==> src/rtl/reset_sense_sync_pkg.sv <==
// Shared types and constants for the reset_sense_sync block and other
// consumers of the generated-reset path.
package reset_sense_pkg;

    // Consumer FSM encoding; 2'd3 is never entered and falls back to IN_RESET.
    typedef enum logic [1:0] {
        IN_RESET = 2'd0,
        HOLDING  = 2'd1,
        RUN      = 2'd2,
        ILLEGAL  = 2'd3
    } rs_state_e;

    // Fewer than two flops gives no metastability settling time.
    localparam int MIN_SYNC_STAGES = 2;

    // Width of a down-counter that must hold values 0..hold, at least 1 bit.
    function automatic int hold_cnt_w(input int hold);
        return (hold < 1) ? 1 : $clog2(hold + 1);
    endfunction

endpackage

==> src/rtl/reset_sense_sync_if.sv <==
// Signal bundle between a reset source/observer and reset_sense_sync.
// slave: the reset_sense_sync side; master: the side that drives the foreign
// reset and acknowledge and consumes the status outputs.
interface reset_sense_sync_if #(
    parameter int CNT_W = 8
);
    logic             SRC_RST_N;
    logic             ACK;
    logic             OUT_RST_N;
    logic             IS_RESET;
    logic             ENTER_PULSE;
    logic             EXIT_PULSE;
    logic             SEEN_RESET;
    logic [CNT_W-1:0] RST_COUNT;

    modport slave (
        input  SRC_RST_N,
        input  ACK,
        output OUT_RST_N,
        output IS_RESET,
        output ENTER_PULSE,
        output EXIT_PULSE,
        output SEEN_RESET,
        output RST_COUNT
    );

    modport master (
        output SRC_RST_N,
        output ACK,
        input  OUT_RST_N,
        input  IS_RESET,
        input  ENTER_PULSE,
        input  EXIT_PULSE,
        input  SEEN_RESET,
        input  RST_COUNT
    );
endinterface

==> src/rtl/reset_sync_chain.sv <==
// Asynchronous-assert, synchronous-release synchronizer for a foreign
// active-low reset. Cleared immediately by either the local or the foreign
// reset; the release ripples through SYNC_STAGES flops on CLK.
module reset_sync_chain
    import reset_sense_pkg::*;
#(
    parameter int SYNC_STAGES = 2
) (
    input  logic CLK,
    input  logic RST_N,
    input  logic SRC_RST_N,
    output logic sync_hi
);

    // Depths below the legal minimum are raised to it.
    localparam int N = (SYNC_STAGES < MIN_SYNC_STAGES) ? MIN_SYNC_STAGES : SYNC_STAGES;

    logic         clr_n;
    logic [N-1:0] sync_d;
    logic [N-1:0] sync_q;

    assign clr_n = RST_N & SRC_RST_N;

    // Shift a constant one in from stage 0 toward the output stage.
    always_comb begin
        sync_d = {sync_q[N-2:0], 1'b1};
    end

    // Chain flops, cleared asynchronously whenever either reset is low.
    always_ff @(posedge CLK or negedge clr_n) begin
        if (!clr_n) begin
            sync_q <= '0;
        end else begin
            sync_q <= sync_d;
        end
    end

    assign sync_hi = sync_q[N-1];

endmodule

==> src/rtl/reset_sense_sync.sv <==
// Consumer end of the generated-reset path. Produces a CLK-domain reset
// that asserts asynchronously with SRC_RST_N and releases synchronously
// after SYNC_STAGES + HOLD + 1 edges, plus entry/exit pulses, a sticky
// seen flag cleared by ACK, and an optional saturating entry counter
// (enabled by defining RESET_SENSE_COUNT_EN; otherwise RST_COUNT is 0).
module reset_sense_sync
    import reset_sense_pkg::*;
#(
    parameter int SYNC_STAGES = 2,
    parameter int HOLD        = 4,
    parameter int CNT_W       = 8
) (
    input  logic              CLK,
    input  logic              RST_N,
    reset_sense_sync_if.slave rs
);

    localparam int                HOLD_W    = hold_cnt_w(HOLD);
    localparam logic [HOLD_W-1:0] HOLD_LOAD = HOLD_W'((HOLD > 0) ? HOLD - 1 : 0);

    logic              sync_hi;
    rs_state_e         state_d;
    rs_state_e         state_q;
    logic [HOLD_W-1:0] cnt_d;
    logic [HOLD_W-1:0] cnt_q;
    logic              enter_d;
    logic              enter_q;
    logic              exit_d;
    logic              exit_q;
    logic              seen_d;
    logic              seen_q;

    reset_sync_chain #(
        .SYNC_STAGES (SYNC_STAGES)
    ) u_sync (
        .CLK       (CLK),
        .RST_N     (RST_N),
        .SRC_RST_N (rs.SRC_RST_N),
        .sync_hi   (sync_hi)
    );

    // Next state, hold countdown and event/flag next values.
    always_comb begin
        state_d = state_q;
        cnt_d   = cnt_q;
        if (!sync_hi) begin
            // Any drop of the synchronized reset restarts from IN_RESET;
            // a later release reloads the hold from scratch.
            state_d = IN_RESET;
        end else begin
            case (state_q)
                IN_RESET: begin
                    if (HOLD == 0) begin
                        state_d = RUN;
                    end else begin
                        state_d = HOLDING;
                        cnt_d   = HOLD_LOAD;
                    end
                end
                HOLDING: begin
                    if (cnt_q == '0) begin
                        state_d = RUN;
                    end else begin
                        cnt_d = cnt_q - HOLD_W'(1);
                    end
                end
                RUN: begin
                    state_d = RUN;
                end
                default: begin
                    state_d = IN_RESET;
                end
            endcase
        end

        // Entry is only counted when leaving a running state.
        enter_d = (state_q == RUN) && (state_d == IN_RESET);
        exit_d  = (state_d == RUN) && (state_q != RUN);
        // Entry wins over a simultaneous acknowledge.
        seen_d  = enter_d | (seen_q & ~rs.ACK);
    end

    // FSM and status flops, owned by the local reset only.
    always_ff @(posedge CLK or negedge RST_N) begin
        if (!RST_N) begin
            state_q <= IN_RESET;
            cnt_q   <= '0;
            enter_q <= 1'b0;
            exit_q  <= 1'b0;
            seen_q  <= 1'b0;
        end else begin
            state_q <= state_d;
            cnt_q   <= cnt_d;
            enter_q <= enter_d;
            exit_q  <= exit_d;
            seen_q  <= seen_d;
        end
    end

    // Assertion follows sync_hi combinationally; release needs the RUN state.
    assign rs.OUT_RST_N   = (state_q == RUN) & sync_hi;
    assign rs.IS_RESET    = ~rs.OUT_RST_N;
    assign rs.ENTER_PULSE = enter_q;
    assign rs.EXIT_PULSE  = exit_q;
    assign rs.SEEN_RESET  = seen_q;

`ifdef RESET_SENSE_COUNT_EN
    logic [CNT_W-1:0] rcnt_d;
    logic [CNT_W-1:0] rcnt_q;

    // Saturating increment on every reset entry.
    always_comb begin
        rcnt_d = rcnt_q;
        if (enter_d && (rcnt_q != '1)) begin
            rcnt_d = rcnt_q + CNT_W'(1);
        end
    end

    // Entry counter register, cleared by the local reset.
    always_ff @(posedge CLK or negedge RST_N) begin
        if (!RST_N) begin
            rcnt_q <= '0;
        end else begin
            rcnt_q <= rcnt_d;
        end
    end

    assign rs.RST_COUNT = rcnt_q;
`else
    assign rs.RST_COUNT = '0;
`endif

endmodule

==> src/flat_wrapper.sv <==
// flat-port wrapper written by rule: the top's interface ports become plain ports
module reset_sense_sync_flat import reset_sense_pkg::*;
#(
    parameter int SYNC_STAGES = 2,
    parameter int HOLD        = 4,
    parameter int CNT_W       = 8
)
  (CLK, RST_N, rs_SRC_RST_N, rs_ACK, rs_OUT_RST_N, rs_IS_RESET, rs_ENTER_PULSE, rs_EXIT_PULSE, rs_SEEN_RESET, rs_RST_COUNT);
  reset_sense_sync_if #(.CNT_W(CNT_W)) rs_i ();
  input  logic CLK;
  input  logic RST_N;
  input wire logic [$bits(rs_i.SRC_RST_N)-1:0] rs_SRC_RST_N;
  input wire logic [$bits(rs_i.ACK)-1:0] rs_ACK;
  output wire logic [$bits(rs_i.OUT_RST_N)-1:0] rs_OUT_RST_N;
  output wire logic [$bits(rs_i.IS_RESET)-1:0] rs_IS_RESET;
  output wire logic [$bits(rs_i.ENTER_PULSE)-1:0] rs_ENTER_PULSE;
  output wire logic [$bits(rs_i.EXIT_PULSE)-1:0] rs_EXIT_PULSE;
  output wire logic [$bits(rs_i.SEEN_RESET)-1:0] rs_SEEN_RESET;
  output wire logic [$bits(rs_i.RST_COUNT)-1:0] rs_RST_COUNT;
  assign rs_i.SRC_RST_N = rs_SRC_RST_N;
  assign rs_i.ACK = rs_ACK;
  assign rs_OUT_RST_N = rs_i.OUT_RST_N;
  assign rs_IS_RESET = rs_i.IS_RESET;
  assign rs_ENTER_PULSE = rs_i.ENTER_PULSE;
  assign rs_EXIT_PULSE = rs_i.EXIT_PULSE;
  assign rs_SEEN_RESET = rs_i.SEEN_RESET;
  assign rs_RST_COUNT = rs_i.RST_COUNT;
  reset_sense_sync #(.SYNC_STAGES(SYNC_STAGES), .HOLD(HOLD), .CNT_W(CNT_W)) u_core (.CLK(CLK), .RST_N(RST_N), .rs(rs_i));
endmodule
==> config.mk <==
export PLATFORM = sky130hd
export DESIGN_NAME = reset_sense_sync_flat
export DESIGN_NICKNAME = d
export VERILOG_FILES = /design/src/rtl/reset_sense_sync_pkg.sv /design/src/rtl/reset_sense_sync_if.sv /design/src/rtl/reset_sync_chain.sv /design/src/rtl/reset_sense_sync.sv /design/src/flat_wrapper.sv
export SDC_FILE = /design/constraint.sdc
export NUM_CORES = 1
export LEC_CHECK = 0
export ABC_AREA = 1
export BUFFER_PORTS_ARGS = -buffer_cell sky130_fd_sc_hd__buf_2
export CELL_PAD_IN_SITES_DETAIL_PLACEMENT = 1
export CELL_PAD_IN_SITES_GLOBAL_PLACEMENT = 2
export CORE_MARGIN = 10
export CORE_UTILIZATION = 24
export CTS_CLUSTER_DIAMETER = 60
export CTS_CLUSTER_SIZE = 20
export DETAILED_ROUTE_END_ITERATION = 8
export GPL_TIMING_DRIVEN = 0
export MAX_ROUTING_LAYER = met4
export PLACE_DENSITY_LB_ADDON = 0.1
export SYNTH_ARGS = -nofsm -noshare
export SYNTH_HDL_FRONTEND = slang
export SYNTH_SLANG_ARGS = --single-unit
export TNS_END_PERCENT = 10
==> constraint.sdc <==
create_clock -name CLK -period 1 [get_ports CLK]
set_input_delay 0.15 -clock CLK [delete_from_list [all_inputs] [get_ports CLK]]
set_output_delay 0.15 -clock CLK [all_outputs]
set_load 0.02 [all_outputs]
==> summary.txt, run 1 <==
Floorplan
  – Height of the die: 67.2 µm
  – Core area: 2170 µm²
  – Starting Density: 0.247
  – Die area: 4520 µm²
  – Row Count: 17
  – I/O pin cnt: 17
  – DIE WIDTH: 67.2 µm

Clock network
  – Reg clk slew, reported paths: 70 ps
  – Maximum clock insertion buffer count: 2
  – Clock Sinks: 10
  – H-tree levels: 1
  – CTS root buf: clkbuf_4
  – Clock latency on the worst-skew pair: 270 ps
  – CTS tree: yes
  – CTS buffer count: 3

Setup path
  – Worst Path Max Fanout: 2
  – CP Buf/Inv Count: 3
  – Critical path's most frequent cell: inv_2
  – Worst setup path class: reg -> out
  – Crit. End Element: primary output
  – WP data required: 850 ps
  – CP cell instances: inv_2 > nand2_4 > nor2_4 > inv_2 > buf_6
  – CP max-delay cell: dfrtp_1
  – CP arrival: 1030 ps
  – CP Launch Type: flop
  – CP max stage delay: 390 ps
  – Critical path's top delay family: flip-flops

GRT
  – All-Layer GR Usage: 0.0610
  – Global-route wire length before repair: 1.92 mm
  – Total grt overflow: 0
  – Initial antenna violation count: 0
  – Vias in the first global route: 424
  – Pin count of the biggest net entering global routing: 10

Place
  – Placer Congestion: 0.742
  – I/O Buffers: 8
  – Dpl cell area: 644 µm²
  – Place WS: -124 ps
  – Detail Placement HPWL: 907 µm
  – Placed insts: 104

Timing
  – Tmin final: 1180 ps
  – Crit share post-route: 1.18
  – Final setup viols: 5
  – Post-route worst setup slack: -179 ps
  – Max Freq: 848 MHz
  – Worst Clk Skew: 2.65 ps
  – Minimum hold slack: 77.2 ps
  – Pins over their slew limit: 0
  – Final Hold Vio Count: 0
  – Unrepaired setup endpoints after global routing: true

Job
  – Max Cap Viol: 0

Finish
  – Core Util, Final: 0.360
  – Most frequent cells in the layout: buf_4, dfrtp_1, conb_1, nand2_1, inv_2
  – Antenna diodes: 0
  – Fillers: 275
  – Commonest non-fill, non-tap cell in the layout: buf_4
  – Synth-to-Final Area Change: 46.0%
  – Nets: 95
  – Final Non-Filler Cells: 116
  – Ratio of cells with drive above 1 in the final layout: 0.534
  – Post-route cell area: 782 µm²

Logic synthesis
  – Syn_area_per_cell: 8.78 µm²
  – Synth Register Bits: 10
  – Post-synthesis sequential area ratio: 0.467
  – Synth area leader: dfrtp_1
  – Cell Area, Synth: 536 µm²
  – Unique masters post-synth: 14
  – Post-synthesis instance total: 61
  – Ys Warns: 0
  – Area contributors post-synth: dfrtp_1, buf_4, nand2_1
  – Yosys top cell area share: 0.467

Power
  – Internal: 1.02 mW
  – Clock group share of total power: 0.222
  – P_leak: 0.431 nW
  – Comb pwr share: 0.424
  – Sw frac: 0.386
  – Peak supply drop: 0.994 mV
  – Psw: 0.642 mW
  – Total power density per cell area: 2130 nW/µm²
  – Share of total power in sequential cells: 0.354

Run status
  – Failing checks: negative setup slack
  – Status: complete, but fails checks

Routing
  – Met2 wire length: 592 µm
  – Vias per Instance: 3.72
  – WL met3: 89 µm
  – Post-Route WL: 1.20 mm
  – 1st-iter DRT viols: 5
  – WL met1: 491 µm
  – Residual DRC: 0
  – DR WL/cell: 10.3 µm
  – First-pass iteration count of the detailed router: 4
  – Vias: 432
  – ANT nets after route: 0
  – Max layer used: met4

Hold path
  – Hold Path Class: in -> reg
==> worst register-to-register path, stage by stage, from the launching register on <==
cell     delay, ps
dfrtp_1        390
buf_4          130
buf_4          140
nand2_1        130
nor2_1          60
nand2_1         50
nand2_1         40
==> metrics by stage <==
step | setup TNS [ps] | total power [mW]
finish | -490 | 1.67
global route | -796 | 1.81
CTS | -572 | 1.66
detailed placement | -499 | 1.17
global placement | -407 | 1.15
floorplan | -48.5 | 1.03
==> final cells by class <==
class | count | area, µm² | share of cell area
timing repair buffer | 16 | 114 | 0.146
tap | 28 | 35.0 | 0.0448
inverter | 12 | 45.0 | 0.0576
clock buffer | 4 | 36.3 | 0.0464
buffer | 8 | 60.1 | 0.0768
multi-input combinational | 38 | 241 | 0.309
sequential | 10 | 250 | 0.320
==> synthesized netlist by cell type (all sizes together) <==
master  instances
buf             8
ha              2
conb            2
dfrtp          10
nand3           1
o21ai           3
o22ai           1
nand2          14
nor2            8
inv            12
==> state kept, by name, indices dropped and copies added (netlist names) <==
name                   cells
u_core.cnt_q               3
u_core.rs.ENTER_PULSE      1
u_core.rs.EXIT_PULSE       1
u_core.rs.SEEN_RESET       1
u_core.state_q             2
u_core.u_sync.sync_q       2
==> logic make-up after synthesis <==
logic type,Yosys count,share of synthesized area
buffers and inverters,20,0.196
other,2,0.0140
flip-flops,10,0.467
AND/OR/NAND/NOR,23,0.215
AO/OA/AOI/OAI,4,0.0608
adder cells (fa/ha/maj),2,0.0467
==> power groups by stage <==
| stage | Combinational [mW] | Clock [mW] | Sequential [mW] |
|---|---|---|---|
| 6_report | 0.706 | 0.370 | 0.589 |
| 2_1_floorplan | 0.438 | 0 | 0.595 |
| 5_1_grt | 0.803 | 0.412 | 0.598 |
| 4_1_cts | 0.694 | 0.388 | 0.582 |
| 3_5_place_dp | 0.571 | 0 | 0.595 |
| 3_3_place_gp | 0.556 | 0 | 0.595 |
==> routing by layer <==
metal | track usage | up-vias
met5 | - | -
met4 | 0.0308 | 0
met3 | 0.0331 | 2
met2 | 0.0912 | 14
met1 | 0.0641 | 198
li1 | - | 218
==> path summary, 6_finish.rpt <==
path	depth (start not counted)	slack, ps	start	to
setup / recovery	5	-180	u_core.state_q[0]$_DFF_PN0_	rs_IS_RESET
hold / removal	2	80	rs_ACK	u_core.rs.SEEN_RESET$_DFF_PN0_
setup reg to reg	6	-60	u_core.state_q[0]$_DFF_PN0_	u_core.cnt_q[2]$_DFFE_PN0P_
hold reg to reg	0	360	u_core.u_sync.sync_q[0]$_DFF_PN0_	u_core.u_sync.sync_q[1]$_DFF_PN0_
max in group asynchronous	4	410	RST_N	u_core.u_sync.sync_q[0]$_DFF_PN0_
min in group asynchronous	2	270	RST_N	u_core.rs.EXIT_PULSE$_DFF_PN0_
==> repair_timing <==
| action | 4_1_cts | 5_1_grt |
|---|---|---|
| pin swaps | 3 | 3 |
| setup buffers | 4 | 2 |
| endpoints found under the hold margin | 10 | 0 |
| hold buffers | 2 | 0 |
| setup endpoints to repair | 8 | 7 |
| resized for setup | 7 | 3 |
Power figures use the tool's default switching activity.
==> inputs of run 2 (changes only) <==
--- a/config.mk
+++ b/config.mk
@@ -15,8 +15,10 @@
 export CTS_CLUSTER_SIZE = 20
 export DETAILED_ROUTE_END_ITERATION = 8
 export GPL_TIMING_DRIVEN = 0
+export HOLD_SLACK_MARGIN = 0.05
 export MAX_ROUTING_LAYER = met4
 export PLACE_DENSITY_LB_ADDON = 0.1
+export RECOVER_POWER = 50
 export SYNTH_ARGS = -nofsm -noshare
 export SYNTH_HDL_FRONTEND = slang
 export SYNTH_SLANG_ARGS = --single-unit
==> run 2 against run 1 <==
  * The run still ends with negative setup slack left
  * Non-clock buffer count unchanged
  * Routed wire length unchanged
  * Combinational power about the same
  * Clock power about the same
  * Sequential share of layout area up 0.051 points
  * Largest cell class unchanged
==> summary.txt, run 2 (synthesis results as in run 1) <==
Clock network
  – CTS root buf: clkbuf_4
  – Clock Sinks: 10 (unchanged)
  – H-tree levels: 1 (unchanged)
  – Reg clk slew, reported paths: 70 ps (about the same)
  – Maximum clock insertion buffer count: 2 (unchanged)
  – Clock latency on the worst-skew pair: 270 ps (about the same)
  – CTS tree: yes
  – CTS buffer count: 3 (unchanged)

Finish
  – Antenna diodes: 0 (unchanged)
  – Nets: 95 (unchanged)
  – Most frequent cells in the layout: buf_4, dfrtp_1, conb_1, nand2_1, inv_2
  – Commonest non-fill, non-tap cell in the layout: buf_4
  – Synth-to-Final Area Change: 45.8%
  – Post-route cell area: 781 µm² (-0.16%)
  – Core Util, Final: 0.360 (-0.000576)
  – Final Non-Filler Cells: 116 (unchanged)
  – Ratio of cells with drive above 1 in the final layout: 0.523 (-0.0114)
  – Regs by FF count: u_core.cnt_q: 3 flops, u_core.state_q: 2 flops, u_core.u_sync.sync_q: 2 flops
  – Biggest register: u_core.cnt_q
  – Largest register FFs: 3 (unchanged)

Floorplan
  – Height of the die: 67.2 µm (unchanged)
  – DIE WIDTH: 67.2 µm (unchanged)
  – Die area: 4520 µm² (unchanged)
  – I/O pin cnt: 17 (unchanged)
  – Core area: 2170 µm² (unchanged)
  – Row Count: 17 (unchanged)
  – Starting Density: 0.247 (unchanged)

Hold path
  – Origin of the worst min-delay path: rs_ACK
  – Hold Path Sink: u_core.rs.SEEN_RESET$_DFF_PN0_
  – Worst hold stages: 2 (unchanged)
  – Hold Path Class: in -> reg

Setup path
  – CP arrival: 1030 ps (about the same)
  – CP max-delay cell: dfrtp_1
  – Critical path's top delay family: flip-flops
  – CP Buf/Inv Count: 3 (unchanged)
  – CP max stage delay: 390 ps (about the same)
  – Worst setup path class: reg -> out
  – CP cell instances: inv_2 > nand2_4 > nor2_4 > inv_2 > buf_6
  – Reg2reg path depth: 6 (unchanged)
  – CP Launch Type: flop
  – Worst Path Max Fanout: 2 (unchanged)
  – Reg2reg end: u_core.cnt_q[2]$_DFFE_PN0P_
  – FF-to-FF setup slack: -60 ps (about the same)
  – RR Startpoint: u_core.state_q[0]$_DFF_PN0_
  – Crit. End Element: primary output
  – Critical path's most frequent cell: inv_2
  – WP data required: 850 ps (about the same)

Place
  – Placed insts: 104 (unchanged)
  – Dpl cell area: 644 µm² (unchanged)
  – Placer Congestion: 0.742 (unchanged)
  – Detail Placement HPWL: 907 µm (unchanged)
  – I/O Buffers: 8 (unchanged)

GRT
  – Vias in the first global route: 424 (unchanged)
  – Total grt overflow: 0 (unchanged)
  – Global-route wire length before repair: 1.92 mm (unchanged)
  – Pin count of the biggest net entering global routing: 10 (unchanged)
  – Initial antenna violation count: 0 (unchanged)
  – All-Layer GR Usage: 0.0610 (unchanged)

Routing
  – DR WL/cell: 10.3 µm (unchanged)
  – Post-Route WL: 1.20 mm (unchanged)
  – Vias: 432 (unchanged)
  – Residual DRC: 0 (unchanged)
  – Vias per Instance: 3.72 (unchanged)
  – 1st-iter DRT viols: 5 (unchanged)
  – ANT nets after route: 0 (unchanged)
  – First-pass iteration count of the detailed router: 4 (unchanged)

Power
  – P_leak: 0.428 nW (-0.64%)
  – Total power draw: 1.66 mW (about the same)
  – Total power density per cell area: 2130 nW/µm² (+0.12%)
  – Peak supply drop: 0.994 mV (about the same)

Timing
  – Unrepaired setup endpoints after global routing: true
  – Final Hold Vio Count: 0 (unchanged)
  – Post-route worst setup slack: -179 ps (unchanged)
  – Final setup viols: 5 (unchanged)
  – Crit share post-route: 1.18 (unchanged)
  – Max-slew headroom: 0.653
  – Tmin final: 1180 ps (unchanged)
  – Pins over their slew limit: 0 (unchanged)
  – Max Freq: 848 MHz (unchanged)
  – Worst Clk Skew: 2.63 ps (-0.0224 ps)
  – Worst Tran Pin Value: 521 ps

Job
  – Max Cap Viol: 0 (unchanged)

Run status
  – Status: complete, but fails checks
  – Failing checks: negative setup slack
run 2: changes by cell type in the layout (fill, tap and decap cells not counted):
cell / previous run / this run
clkbuf_1: 0 / 1
buf_2: 6 / 5
run 2: metrics by stage:
stage          hold slack (ps)  worst slack, ps  setup TNS (ps)
6_report                  77.2             -179            -490
5_1_grt                   76.9             -239            -796
4_1_cts                   74.0             -216            -572
3_5_place_dp              21.0             -124            -499
3_3_place_gp              17.6             -106            -407
2_1_floorplan             -146            -18.2           -48.5
run 2: worst max path at each step:
stage	startpoint	endpoint	slack (ps)	depth (start not counted)
floorplan	u_core.cnt_q[0]$_DFFE_PN0P_	u_core.cnt_q[2]$_DFFE_PN0P_	-20	7
global placement	u_core.cnt_q[0]$_DFFE_PN0P_	u_core.cnt_q[0]$_DFFE_PN0P_	-110	6
detailed placement	u_core.cnt_q[0]$_DFFE_PN0P_	u_core.cnt_q[0]$_DFFE_PN0P_	-120	6
CTS	u_core.state_q[0]$_DFF_PN0_	rs_IS_RESET	-220	5
global route	u_core.state_q[0]$_DFF_PN0_	rs_IS_RESET	-240	5
finish	u_core.state_q[0]$_DFF_PN0_	rs_IS_RESET	-180	5
run 2: final cells by class:
class | instances | area, µm²
Buffer | 8 | 60.1
Clock buffer | 4 | 36.3
Fill cell | 276 | 1390
Inverter | 12 | 45.0
Multi-Input combinational cell | 38 | 241
Sequential cell | 10 | 250
Tap cell | 28 | 35.0
Timing Repair Buffer | 16 | 113
run 2: power breakdown:
part           switching, mW  internal [mW]  total (mW)
registers             0.0883          0.501       0.589
clock network          0.148          0.221       0.370
logic                  0.406          0.300       0.706
run 2: what timing repair did:
action                                 CTS  global route
buffers inserted                         4             2
resized for setup                        7             3
setup endpoints to repair                8             7
endpoints found under the hold margin   10             0
pin swaps                                3             3
hold buffers                             2             0
run 2: metal layers:
layer,track usage,part of all wire,up-vias,wire length [µm]
li1,-,-,218,-
met1,0.0641,0.41,198,491
met2,0.0912,0.49,14,592
met3,0.0331,0.074,2,89
met4,0.0308,0.023,0,27
met5,-,0,-,0
==> inputs of run 3 (changes only) <==
--- a/config.mk
+++ b/config.mk
@@ -8,9 +8,9 @@
 export ABC_AREA = 1
 export BUFFER_PORTS_ARGS = -buffer_cell sky130_fd_sc_hd__buf_2
 export CELL_PAD_IN_SITES_DETAIL_PLACEMENT = 1
-export CELL_PAD_IN_SITES_GLOBAL_PLACEMENT = 2
+export CELL_PAD_IN_SITES_GLOBAL_PLACEMENT = 1
 export CORE_MARGIN = 10
-export CORE_UTILIZATION = 24
+export CORE_UTILIZATION = 25
 export CTS_CLUSTER_DIAMETER = 60
 export CTS_CLUSTER_SIZE = 20
 export DETAILED_ROUTE_END_ITERATION = 8
==> run 3 against run 2 <==
  * The run still ends with negative setup slack left
  * Highest routed layer unchanged
  * Register-to-register slack barely moved
  * Clock skew rose by 3.1 ps
  * Clock-buffer cell count fell by 1
==> summary.txt, run 3 (synthesis results as in run 1) <==
Job
  – Max Cap Viol: 0 (unchanged)

Clock network
  – Reg clk slew, reported paths: 60 ps (about the same)
  – CTS root buf: clkbuf_4
  – Clock Sinks: 10 (unchanged)
  – H-tree levels: 1 (unchanged)
  – CTS tree: yes
  – Clock latency on the worst-skew pair: 260 ps (about the same)
  – Maximum clock insertion buffer count: 2 (unchanged)
  – CTS buffer count: 3 (unchanged)

Setup path
  – RR Startpoint: u_core.cnt_q[0]$_DFFE_PN0P_
  – FF-to-FF setup slack: -60 ps (about the same)
  – Crit. End Element: primary output
  – Reg2reg path depth: 7 (+1)
  – WP data required: 850 ps (about the same)
  – Worst Path Max Fanout: 2 (unchanged)
  – Worst setup path class: reg -> out
  – Reg2reg end: u_core.cnt_q[2]$_DFFE_PN0P_
  – CP Launch Type: flop
  – CP arrival: 1040 ps (about the same)

Finish
  – Most frequent cells in the layout: buf_4, dfrtp_1, conb_1, nand2_1, inv_2
  – Largest register FFs: 3 (unchanged)
  – Commonest non-fill, non-tap cell in the layout: buf_4
  – Final Non-Filler Cells: 113 (-2.6%)
  – Post-route cell area: 758 µm² (-2.9%)
  – Core Util, Final: 0.379 (+0.0189)
  – Regs by FF count: u_core.cnt_q: 3 flops, u_core.state_q: 2 flops, u_core.u_sync.sync_q: 2 flops
  – Nets: 94 (-1.1%)
  – Synth-to-Final Area Change: 41.6%
  – Fillers: 249 (-9.8%)
  – Antenna diodes: 0 (unchanged)
  – Ratio of cells with drive above 1 in the final layout: 0.523 (+0.000529)
  – Biggest register: u_core.cnt_q

Hold path
  – Hold Path Sink: u_core.rs.SEEN_RESET$_DFF_PN0_
  – Hold Path Class: in -> reg
  – Worst hold stages: 2 (unchanged)
  – Origin of the worst min-delay path: rs_ACK

GRT
  – Pin count of the biggest net entering global routing: 10 (unchanged)
  – Global-route wire length before repair: 2.10 mm (+9.7%)
  – All-Layer GR Usage: 0.0672 (+0.00615)
  – Initial antenna violation count: 0 (unchanged)
  – Total grt overflow: 0 (unchanged)
  – Vias in the first global route: 455 (+7.3%)

Floorplan
  – Die area: 4390 µm² (-2.8%)
  – I/O pin cnt: 17 (unchanged)
  – Height of the die: 66.3 µm (-1.4%)
  – Starting Density: 0.268 (+0.0207)
  – Core area: 2000 µm² (-7.7%)
  – DIE WIDTH: 66.3 µm (-1.4%)
  – Row Count: 16 (-1)

Timing
  – Post-route worst setup slack: -194 ps (-15.5 ps)
  – Worst Clk Skew: 5.70 ps (+3.08 ps)
  – Max Freq: 837 MHz (-1.3%)
  – Pins over their slew limit: 0 (unchanged)
  – Unrepaired setup endpoints after global routing: true
  – Tmin final: 1190 ps (+15.5 ps)
  – Final Hold Vio Count: 0 (unchanged)
  – Crit share post-route: 1.19 (+0.0155)
  – Final setup viols: 6 (+1)

Power
  – Total power density per cell area: 2060 nW/µm² (-3.5%)
  – P_leak: 0.416 nW (-2.8%)
  – Peak supply drop: 0.941 mV (-5.3%)
  – Total power draw: 1.56 mW (-6.3%)

Routing
  – First-pass iteration count of the detailed router: 3 (-1)
  – Residual DRC: 0 (unchanged)
  – Vias per Instance: 3.84 (+3.1%)
  – ANT nets after route: 0 (unchanged)
  – Vias: 434 (+0.46%)
  – Post-Route WL: 1.24 mm (+3.0%)
  – DR WL/cell: 10.9 µm (+5.7%)
  – 1st-iter DRT viols: 7 (+2)

Place
  – Placed insts: 103 (-0.96%)
  – I/O Buffers: 8 (unchanged)
  – Detail Placement HPWL: 926 µm (+2.1%)
  – Dpl cell area: 643 µm² (-0.19%)
  – Placer Congestion: 0.642 (-13%)
  – Place WS: -97.5 ps (+26.1 ps)

Run status
  – Failing checks: negative setup slack
  – Status: complete, but fails checks
run 3: how the worst max path moves through the flow:
stage / startpoint / slack (ps) / end
finish: u_core.state_q[0]$_DFF_PN0_ / -190 / rs_IS_RESET
global route: u_core.state_q[0]$_DFF_PN0_ / -250 / rs_IS_RESET
CTS: u_core.state_q[0]$_DFF_PN0_ / -230 / rs_OUT_RST_N
detailed placement: u_core.cnt_q[0]$_DFFE_PN0P_ / -100 / u_core.cnt_q[0]$_DFFE_PN0P_
global placement: u_core.cnt_q[0]$_DFFE_PN0P_ / -90 / u_core.cnt_q[1]$_DFFE_PN0P_
floorplan: u_core.cnt_q[0]$_DFFE_PN0P_ / -20 / u_core.cnt_q[2]$_DFFE_PN0P_
run 3: what timing repair did:
item	in CTS	in global routing
hold endpoints to repair	10	0
gates resized for setup	7	3
hold buffers	2	0
pin swaps	4	1
buffers inserted	4	1
gates cloned	0	0
setup endpoints to repair	6	6
run 3: critical path, cell delays in order, from the launching register on:
cell     delay [ps]
dfrtp_1         390
inv_2            70
nand2_4          50
nor2_4           90
inv_2            50
buf_6           120
run 3: layout make-up:
class,count,area [µm²],area share
Clock buffer,3,22.5,0.0297
Tap cell,27,33.8,0.0446
Sequential cell,10,250,0.330
Buffer,8,60.1,0.0792
Timing Repair Buffer,15,103,0.135
Multi-Input combinational cell,38,244,0.322
Inverter,12,45.0,0.0594
run 3: report_power, final:
group	switching, mW	internal (mW)	leakage, nW
Sequential	0.0890	0.501	0.128
Clock	0.130	0.139	0.0138
Combinational	0.419	0.281	0.274
run 3: metal layers:
metal | share of wire | track usage
met1 | 0.33 | 0.0514
met2 | 0.56 | 0.122
met3 | 0.087 | 0.0356
met4 | 0.025 | 0.0393
met5 | 0 | -
run 3: per-stage QoR:
stage,TNS [ps],hold slack (ps)
after floorplan,-48.5,-146
after global placement,-305,18.0
after detailed placement,-358,16.7
after CTS,-566,76.1
after global routing,-910,93.8
final,-484,82.6
